$ cat config.mk
export PLATFORM = sky130hd
export DESIGN_NAME = apb_pwm_mc
export DESIGN_NICKNAME = d
export VERILOG_FILES = /design/src/rtl/apb_pwm_mc_pkg.sv /design/src/rtl/pwm_mc_timebase.sv /design/src/rtl/apb_pwm_mc.sv
export SDC_FILE = /design/constraint.sdc
export NUM_CORES = 1
export LEC_CHECK = 0
export CAP_MARGIN = 10
export CORE_AREA = 8 8 239 241
export CTS_CLUSTER_DIAMETER = 200
export DETAILED_ROUTE_END_ITERATION = 10
export DIE_AREA = 0 0 247 249
export PLACE_DENSITY = 0.47
export SLEW_MARGIN = 30
export SYNTH_ARGS = -nofsm -noshare
export SYNTH_HDL_FRONTEND = slang
export SYNTH_HIERARCHICAL = 1
export SYNTH_SLANG_ARGS = --single-unit
$ cat constraint.sdc
create_clock -name HCLK -period 6.8 [get_ports HCLK]
set_input_delay 1.7 -clock HCLK [delete_from_list [all_inputs] [get_ports HCLK]]
set_output_delay 1.7 -clock HCLK [all_outputs]
set_load 0.005 [all_outputs]
$ cat src/rtl/apb_pwm_mc_pkg.sv
// ---------------------------------------------------------------------------
// apb_pwm_mc_pkg
// Shared definitions for the multi-channel APB PWM timer: register offsets
// (decoded from PADDR[7:0]), CTRL field positions, the STATUS PEV bit, the
// counting-direction type and a helper that recognises the CMP[i] window.
// ---------------------------------------------------------------------------
package apb_pwm_mc_pkg;

    // Register offsets within the peripheral's 256-byte window
    localparam logic [7:0] OFF_CTRL     = 8'h00;
    localparam logic [7:0] OFF_PERIOD   = 8'h04;
    localparam logic [7:0] OFF_COUNTER  = 8'h08;
    localparam logic [7:0] OFF_STATUS   = 8'h0C;
    localparam logic [7:0] OFF_IRQ_EN   = 8'h10;
    localparam logic [7:0] OFF_CH_EN    = 8'h14;
    localparam logic [7:0] OFF_CH_POL   = 8'h18;
    localparam logic [7:0] OFF_CMP_BASE = 8'h40;

    // CTRL field positions
    localparam int CTRL_EN_BIT     = 0;
    localparam int CTRL_CENTER_BIT = 1;
    localparam int CTRL_PRESC_LSB  = 8;
    localparam int CTRL_PRESC_MSB  = 23;
    localparam int PRESC_WIDTH     = CTRL_PRESC_MSB - CTRL_PRESC_LSB + 1;

    // STATUS field positions
    localparam int STATUS_PEV_BIT = 0;

    typedef enum logic {
        DIR_UP   = 1'b0,
        DIR_DOWN = 1'b1
    } dir_e;

    // CMP[i] lives at 0x40 + 4*i; the index is off[5:2] (range check done by caller)
    function automatic logic is_cmp_window(input logic [7:0] off);
        return (off[7:6] == OFF_CMP_BASE[7:6]) && (off[1:0] == 2'b00);
    endfunction

endpackage

$ cat src/rtl/pwm_mc_timebase.sv
// ---------------------------------------------------------------------------
// pwm_mc_timebase
// Shared prescaled timebase: prescaler pcnt, counter cnt and center-mode
// direction dir, plus period-event generation.
//   HCLK, HRESETn : clock, async active-low reset
//   en            : run enable; when low pcnt/cnt/dir are held at 0/0/up
//   center        : 0 = edge-aligned (sawtooth), 1 = center-aligned (triangle)
//   presc         : tick every presc+1 cycles
//   period        : active PERIOD value
//   cnt           : current counter value (registered)
//   pev           : period event, high in the cycle whose edge restarts the period
// ---------------------------------------------------------------------------
module pwm_mc_timebase
    import apb_pwm_mc_pkg::*;
#(
    parameter int CNT_WIDTH = 16
) (
    input  logic                   HCLK,
    input  logic                   HRESETn,
    input  logic                   en,
    input  logic                   center,
    input  logic [PRESC_WIDTH-1:0] presc,
    input  logic [CNT_WIDTH-1:0]   period,
    output logic [CNT_WIDTH-1:0]   cnt,
    output logic                   pev
);

    localparam logic [CNT_WIDTH-1:0]   CNT_ONE  = CNT_WIDTH'(1);
    localparam logic [PRESC_WIDTH-1:0] PCNT_ONE = PRESC_WIDTH'(1);

    logic [PRESC_WIDTH-1:0] pcnt_q, pcnt_d;
    logic [CNT_WIDTH-1:0]   cnt_q, cnt_d;
    dir_e                   dir_q, dir_d;
    logic                   tick;

    // NOTE: every output of this block is given a default first so that no
    // path leaves a variable unassigned, which would infer a latch.
    always_comb begin
        pcnt_d = pcnt_q;
        cnt_d  = cnt_q;
        dir_d  = dir_q;
        pev    = 1'b0;
        tick   = 1'b0;

        if (!en) begin
            pcnt_d = '0;
            cnt_d  = '0;
            dir_d  = DIR_UP;
        end else begin
            tick   = (pcnt_q == presc);
            pcnt_d = tick ? '0 : pcnt_q + PCNT_ONE;

            if (tick) begin
                if (period == '0) begin
                    cnt_d = '0;
                    dir_d = DIR_UP;
                    pev   = 1'b1;
                end else if (!center) begin
                    dir_d = DIR_UP;
                    if (cnt_q == period) begin
                        cnt_d = '0;
                        pev   = 1'b1;
                    end else begin
                        cnt_d = cnt_q + CNT_ONE;
                    end
                end else if (dir_q == DIR_UP) begin
                    if (cnt_q == period) begin
                        if (period == CNT_ONE) begin
                            // Top and bottom of the triangle are adjacent: the
                            // turn-around lands on 0, so the period ends here.
                            cnt_d = '0;
                            pev   = 1'b1;
                        end else begin
                            cnt_d = period - CNT_ONE;
                            dir_d = DIR_DOWN;
                        end
                    end else begin
                        cnt_d = cnt_q + CNT_ONE;
                    end
                end else begin
                    // <= 1 rather than == 1 so a mode switch can never underflow
                    if (cnt_q <= CNT_ONE) begin
                        cnt_d = '0;
                        dir_d = DIR_UP;
                        pev   = 1'b1;
                    end else begin
                        cnt_d = cnt_q - CNT_ONE;
                    end
                end
            end
        end
    end

    // NOTE: state registers use non-blocking assignments so every flop samples
    // its pre-edge inputs, independent of statement order.
    always_ff @(posedge HCLK or negedge HRESETn) begin
        if (!HRESETn) begin
            pcnt_q <= '0;
            cnt_q  <= '0;
            dir_q  <= DIR_UP;
        end else begin
            pcnt_q <= pcnt_d;
            cnt_q  <= cnt_d;
            dir_q  <= dir_d;
        end
    end

    assign cnt = cnt_q;

endmodule

$ cat src/rtl/apb_pwm_mc.sv
// ---------------------------------------------------------------------------
// apb_pwm_mc
// Multi-channel APB PWM timer with a shared prescaled timebase, edge- or
// center-aligned counting, shadowed PERIOD/CMP registers and a period IRQ.
//   HCLK, HRESETn   : clock, async active-low reset
//   PADDR..PENABLE  : APB slave inputs (offsets decoded from PADDR[7:0])
//   PRDATA          : read data, combinational during a read access, else 0
//   PREADY          : always 1 (zero wait states)
//   PSLVERR         : high during the access phase of an unmapped offset
//   pwm_o[N_CH-1:0] : registered PWM outputs
//   irq_o           : level interrupt, STATUS.PEV & IRQ_EN[0]
// ---------------------------------------------------------------------------
module apb_pwm_mc
    import apb_pwm_mc_pkg::*;
#(
    parameter int APB_ADDR_WIDTH = 12,
    parameter int N_CH           = 4,
    parameter int CNT_WIDTH      = 16
) (
    input  logic                      HCLK,
    input  logic                      HRESETn,
    input  logic [APB_ADDR_WIDTH-1:0] PADDR,
    input  logic [31:0]               PWDATA,
    input  logic                      PWRITE,
    input  logic                      PSEL,
    input  logic                      PENABLE,
    output logic [31:0]               PRDATA,
    output logic                      PREADY,
    output logic                      PSLVERR,
    output logic [N_CH-1:0]           pwm_o,
    output logic                      irq_o
);

    // ---------------- APB decode ----------------
    logic       access, wr, rd, mapped, cmp_sel;
    logic [7:0] off;
    logic       unused_apb;

    assign access = PSEL & PENABLE;
    assign wr     = access & PWRITE;
    assign rd     = access & ~PWRITE;
    assign off    = PADDR[7:0];

    // Upper address bits and write-data bits beyond each field are don't-care
    assign unused_apb = ^{PADDR, PWDATA};

    always_comb begin
        cmp_sel = is_cmp_window(off) && (32'(off[5:2]) < N_CH);
        case (off)
            OFF_CTRL, OFF_PERIOD, OFF_COUNTER, OFF_STATUS,
            OFF_IRQ_EN, OFF_CH_EN, OFF_CH_POL: mapped = 1'b1;
            default:                           mapped = cmp_sel;
        endcase
    end

    // ---------------- registers ----------------
    logic                   ctrl_en_q, ctrl_en_d;
    logic                   ctrl_center_q, ctrl_center_d;
    logic [PRESC_WIDTH-1:0] ctrl_presc_q, ctrl_presc_d;
    logic [CNT_WIDTH-1:0]   period_sh_q, period_sh_d;
    logic [CNT_WIDTH-1:0]   period_act_q, period_act_d;
    logic                   pev_q, pev_d;
    logic                   irq_en_q, irq_en_d;
    logic [N_CH-1:0]        ch_en_q, ch_en_d;
    logic [N_CH-1:0]        ch_pol_q, ch_pol_d;
    logic [CNT_WIDTH-1:0]   cmp_sh_q  [N_CH];
    logic [CNT_WIDTH-1:0]   cmp_sh_d  [N_CH];
    logic [CNT_WIDTH-1:0]   cmp_act_q [N_CH];
    logic [CNT_WIDTH-1:0]   cmp_act_d [N_CH];
    logic [N_CH-1:0]        pwm_q, pwm_d;

    logic [CNT_WIDTH-1:0]   cnt;
    logic                   pev;
    logic                   load_act;
    logic                   pev_clr;

    pwm_mc_timebase #(
        .CNT_WIDTH (CNT_WIDTH)
    ) u_timebase (
        .HCLK    (HCLK),
        .HRESETn (HRESETn),
        .en      (ctrl_en_q),
        .center  (ctrl_center_q),
        .presc   (ctrl_presc_q),
        .period  (period_act_q),
        .cnt     (cnt),
        .pev     (pev)
    );

    // Active copies follow the shadows at each period boundary, and
    // continuously while stopped so a restart begins with fresh values.
    assign load_act = ~ctrl_en_q | pev;
    assign pev_clr  = wr && (off == OFF_STATUS) && PWDATA[STATUS_PEV_BIT];

    always_comb begin
        ctrl_en_d     = ctrl_en_q;
        ctrl_center_d = ctrl_center_q;
        ctrl_presc_d  = ctrl_presc_q;
        period_sh_d   = period_sh_q;
        irq_en_d      = irq_en_q;
        ch_en_d       = ch_en_q;
        ch_pol_d      = ch_pol_q;
        cmp_sh_d      = cmp_sh_q;

        if (wr) begin
            case (off)
                OFF_CTRL: begin
                    ctrl_en_d     = PWDATA[CTRL_EN_BIT];
                    ctrl_center_d = PWDATA[CTRL_CENTER_BIT];
                    ctrl_presc_d  = PWDATA[CTRL_PRESC_MSB:CTRL_PRESC_LSB];
                end
                OFF_PERIOD: period_sh_d = PWDATA[CNT_WIDTH-1:0];
                OFF_IRQ_EN: irq_en_d    = PWDATA[0];
                OFF_CH_EN:  ch_en_d     = PWDATA[N_CH-1:0];
                OFF_CH_POL: ch_pol_d    = PWDATA[N_CH-1:0];
                default: begin
                    for (int i = 0; i < N_CH; i++) begin
                        if (cmp_sel && (off[5:2] == 4'(i))) begin
                            cmp_sh_d[i] = PWDATA[CNT_WIDTH-1:0];
                        end
                    end
                end
            endcase
        end

        period_act_d = load_act ? period_sh_q : period_act_q;
        cmp_act_d    = load_act ? cmp_sh_q    : cmp_act_q;

        // A period event wins over a same-cycle W1C so no event is lost
        pev_d = pev | (pev_q & ~pev_clr);
    end

    // ---------------- per-channel compare ----------------
    for (genvar g = 0; g < N_CH; g++) begin : g_ch
        logic raw;
        assign raw      = (cnt < cmp_act_q[g]);
        assign pwm_d[g] = (ctrl_en_q & ch_en_q[g]) ? (raw ^ ch_pol_q[g]) : ch_pol_q[g];
    end

    // NOTE: the CMP arrays are reset like any other register: their reset
    // value is software-visible, unlike a RAM whose contents are don't-care.
    always_ff @(posedge HCLK or negedge HRESETn) begin
        if (!HRESETn) begin
            ctrl_en_q     <= 1'b0;
            ctrl_center_q <= 1'b0;
            ctrl_presc_q  <= '0;
            period_sh_q   <= '0;
            period_act_q  <= '0;
            pev_q         <= 1'b0;
            irq_en_q      <= 1'b0;
            ch_en_q       <= '0;
            ch_pol_q      <= '0;
            pwm_q         <= '0;
            for (int i = 0; i < N_CH; i++) begin
                cmp_sh_q[i]  <= '0;
                cmp_act_q[i] <= '0;
            end
        end else begin
            ctrl_en_q     <= ctrl_en_d;
            ctrl_center_q <= ctrl_center_d;
            ctrl_presc_q  <= ctrl_presc_d;
            period_sh_q   <= period_sh_d;
            period_act_q  <= period_act_d;
            pev_q         <= pev_d;
            irq_en_q      <= irq_en_d;
            ch_en_q       <= ch_en_d;
            ch_pol_q      <= ch_pol_d;
            pwm_q         <= pwm_d;
            cmp_sh_q      <= cmp_sh_d;
            cmp_act_q     <= cmp_act_d;
        end
    end

    // ---------------- read mux and outputs ----------------
    logic [31:0] rdata;

    always_comb begin
        rdata = '0;
        case (off)
            OFF_CTRL: begin
                rdata[CTRL_EN_BIT]                   = ctrl_en_q;
                rdata[CTRL_CENTER_BIT]               = ctrl_center_q;
                rdata[CTRL_PRESC_MSB:CTRL_PRESC_LSB] = ctrl_presc_q;
            end
            OFF_PERIOD:  rdata = 32'(period_sh_q);
            OFF_COUNTER: rdata = 32'(cnt);
            OFF_STATUS:  rdata[STATUS_PEV_BIT] = pev_q;
            OFF_IRQ_EN:  rdata[0] = irq_en_q;
            OFF_CH_EN:   rdata[N_CH-1:0] = ch_en_q;
            OFF_CH_POL:  rdata[N_CH-1:0] = ch_pol_q;
            default: begin
                for (int i = 0; i < N_CH; i++) begin
                    if (cmp_sel && (off[5:2] == 4'(i))) begin
                        rdata = 32'(cmp_sh_q[i]);
                    end
                end
            end
        endcase
    end

    assign PRDATA  = (rd && mapped) ? rdata : '0;
    assign PREADY  = 1'b1;
    assign PSLVERR = access & ~mapped;
    assign pwm_o   = pwm_q;
    assign irq_o   = pev_q & irq_en_q;

endmodule

==> qor.yml <==
status: "completed"
timing.rr.start: "u_timebase/cnt[1]"
clock-sinks: 225
holdWs_ns: 0.5019
cp-start-kind: "primary input"
ir_drop_mv: 0.1405
rsz0062_at_grt: "no"
core-area_sq_mm: 0.05328
drtIter0Drc: 526
worstPathArrival_ns: 4.56
grt_use_total: 0.1244
cts_buffers: 27
wl_um: 38720
vias: 9254
diodes: 0
reg2reg_depth: 10
fp-row-count: 85
syn-instance-count: 1184
critPathRequiredTime_ns: 5.10
placed_cell_area_sq_mm: 0.01445
wl_met3_um: 1519
finalSetupViolCount: 0
m1WireLength_um: 17240
cts_setup_buffers: 0
setup_tns_ns: 0
finalInstanceArea_sq_mm: 0.01530
drtAntennaViolNets: 0
avgViaCountPerCell: 4.777
max_freq_ghz: 0.1599
wire_per_inst_um: 19.99
wl_met2_um: 19140
min_period_over_period: 0.9200
antenna_found_initial: 1
io_pins: 88
die-area_sq_mm: 0.06150
crit_fanout: 15
synth_flop_cell: "dfrtp_1"
area_growth_pct: 15.89
gp_congestion: 0.8034
timing.rr.end: "cmp_act_q[6]"
drc: 0
grt_first_pass_wirelength_um: 59680
max_cap_violations: 0
min_path_type: "register to register"
synth_edf_count: 0
grt_max_degree: 121
die_h_um: 249
final_core_util: 0.2872
nFillCells: 5529
port_buffers: 66
ys_ff_latch: 225
cts_max_level: 1
clk_latency_ns: 0.54
slew_violations: 0
grt_pass1_vias: 9686
nets: 1344
drive_gt1_frac: 0.2377
final_cells: 1937
hold_viol: 0
postSynthAreaPerCell_sq_um: 11.15
start_util: 0.2478
cp-end-kind: "output pin"
dp.cells: 1893
yosysUniqueCellTypes: 74
cts_tree: "done"
crit_start: "PADDR[5]"
clk_path_buf_depth: 3
syn-cell-area_sq_mm: 0.01320
ys_seq_area_frac: 0.4265
grt_overflow: 0
seq_area_sq_mm: 0.005630
die_x_um: 247
max-slew-margin-rel: 0.3374
cts_hold_buf: 0
worstMarginPinSlew_ns: 0.9857
multi_input_area_sq_mm: 0.006878
firstDrtPassIters: 5
clock-root-buffer: "clkbuf_16"
clkSlewWorstSetupHoldPaths_ns: 0.06
post-route-min-period_ns: 6.256
reg2reg_slack_ns: 3.06
crit_end: "PRDATA[8]"
leakage_nw: 6.981
dpl.hpwl_um: 27670
ys_async_sr_fraction: 1.000
top_layer: "met4"
fin_worst_skew_ns: 0.007673
power.density_mw_per_mm2: 190.5
yosys_warnings: 6
crit_type: "primary input to output pin"
post_cts.resized_instances: 0
[layout make-up]
class,count,area share
Timing Repair Buffer,85,0.05642
Multi-Input combinational cell,819,0.4495
Clock inverter,3,0.0009813
Clock buffer,39,0.05103
Sequential cell,225,0.3680
Inverter,70,0.01717
Tap cell,696,0.05691
[metrics by stage]
| step | power (mW) | setup WS (ns) |
|---|---|---|
| final | 2.915 | 0.5443 |
| after floorplan | 1.512 | 1.712 |
| after global placement | 1.612 | 0.5755 |
| after global routing | 3.035 | 0.4583 |
| after detailed placement | 1.614 | 0.5349 |
| after CTS | 2.963 | 0.5316 |
[metal layers]
metal / vias to the layer above / GRT usage
met4: 0 / 0.03096
met1: 4707 / 0.1611
met5: - / 0
met3: 52 / 0.01705
li1: 4336 / -
met2: 159 / 0.2150
[power breakdown]
part	internal, mW	switching (mW)	total [mW]
Sequential	1.36	0.0174	1.38
Clock	0.781	0.544	1.33
Combinational	0.0859	0.128	0.214
[cell usage after synthesis, types with 6 or more instances]
master,instances,share of area
a211oi_1,13,0.0074
a21o_1,22,0.013
a21oi_1,39,0.015
a221oi_1,13,0.0086
a32o_1,8,0.0061
and2_1,13,0.0062
and3_1,10,0.0047
buf_2,11,0.0042
buf_4,10,0.0057
buf_6,11,0.0094
clkbuf_1,36,0.010
dfrtp_1,225,0.43
ha_1,67,0.063
inv_1,70,0.020
mux2_2,195,0.17
mux4_2,17,0.029
nand2_1,52,0.015
nand2b_1,7,0.0033
nand3_1,22,0.0083
nand4_1,15,0.0071
nor2_1,66,0.019
nor3_1,38,0.014
nor4_1,10,0.0047
o211ai_1,6,0.0034
o21ai_0,21,0.0080
o22ai_1,13,0.0062
o31ai_1,10,0.0057
xnor2_1,32,0.021
xor2_1,42,0.028
[flip-flops by register name, indices dropped and copies added (netlist names), 16 cells and up]
signal	cells
ctrl_presc_q	16
period_sh_q	16
u_timebase/cnt	16
period_act_q	16
cmp_sh_q	64
u_timebase/pcnt_q	16
cmp_act_q	64
[worst min-delay path by stage]
stage / start / endpoint / slack [ns] / depth (start not counted)
floorplan: pev_q / pev_q / 0.46 / 1
global placement: cmp_act_q[32] / cmp_act_q[32] / 0.49 / 1
detailed placement: cmp_act_q[32] / cmp_act_q[32] / 0.49 / 1
CTS: cmp_act_q[32] / cmp_act_q[32] / 0.51 / 1
global route: cmp_act_q[0] / cmp_act_q[0] / 0.51 / 1
finish: cmp_act_q[27] / cmp_act_q[27] / 0.50 / 1
[logic make-up (layout without fill, tap and decap cells)]
family	Yosys count	in the layout	share of synthesized area
and+or+nand+nor	278	278	0.1132
buffers and inverters	147	197	0.05563
xor gates and xnor gates	74	74	0.04909
DFF	225	225	0.4265
other	2	9	0.0005688
muxes	218	218	0.2000
AOI/OAI and AO/OA	173	173	0.09164
adders and majority gates	67	67	0.06349
[worst max-delay path, stage by stage]
cell and delay [ns]:
clkdlybuf4s50_1 0.40, or4_4 0.57, or2_1 0.26, a31oi_2 0.14
buf_4 0.26, a21oi_1 0.08, nor3_1 0.51, clkdlybuf4s50_1 0.63
[cell usage in the layout (no fill, tap or decap), drive strengths merged, types with 10 or more instances in the layout]
cell	count
mux4	17
nor3	39
o22ai	13
a21oi	40
and3	10
o21ai	21
xor2	42
mux2	196
clkdlybuf4s50	63
a211oi	13
a21o	23
nor2	69
a221oi	15
dfrtp	225
buf	22
xnor2	32
nand4	15
ha	67
nand3	23
nor4	13
inv	70
nand2	54
clkbuf	39
and2	14
o31ai	10
Note: power is estimated with default switching activity, not from simulation.
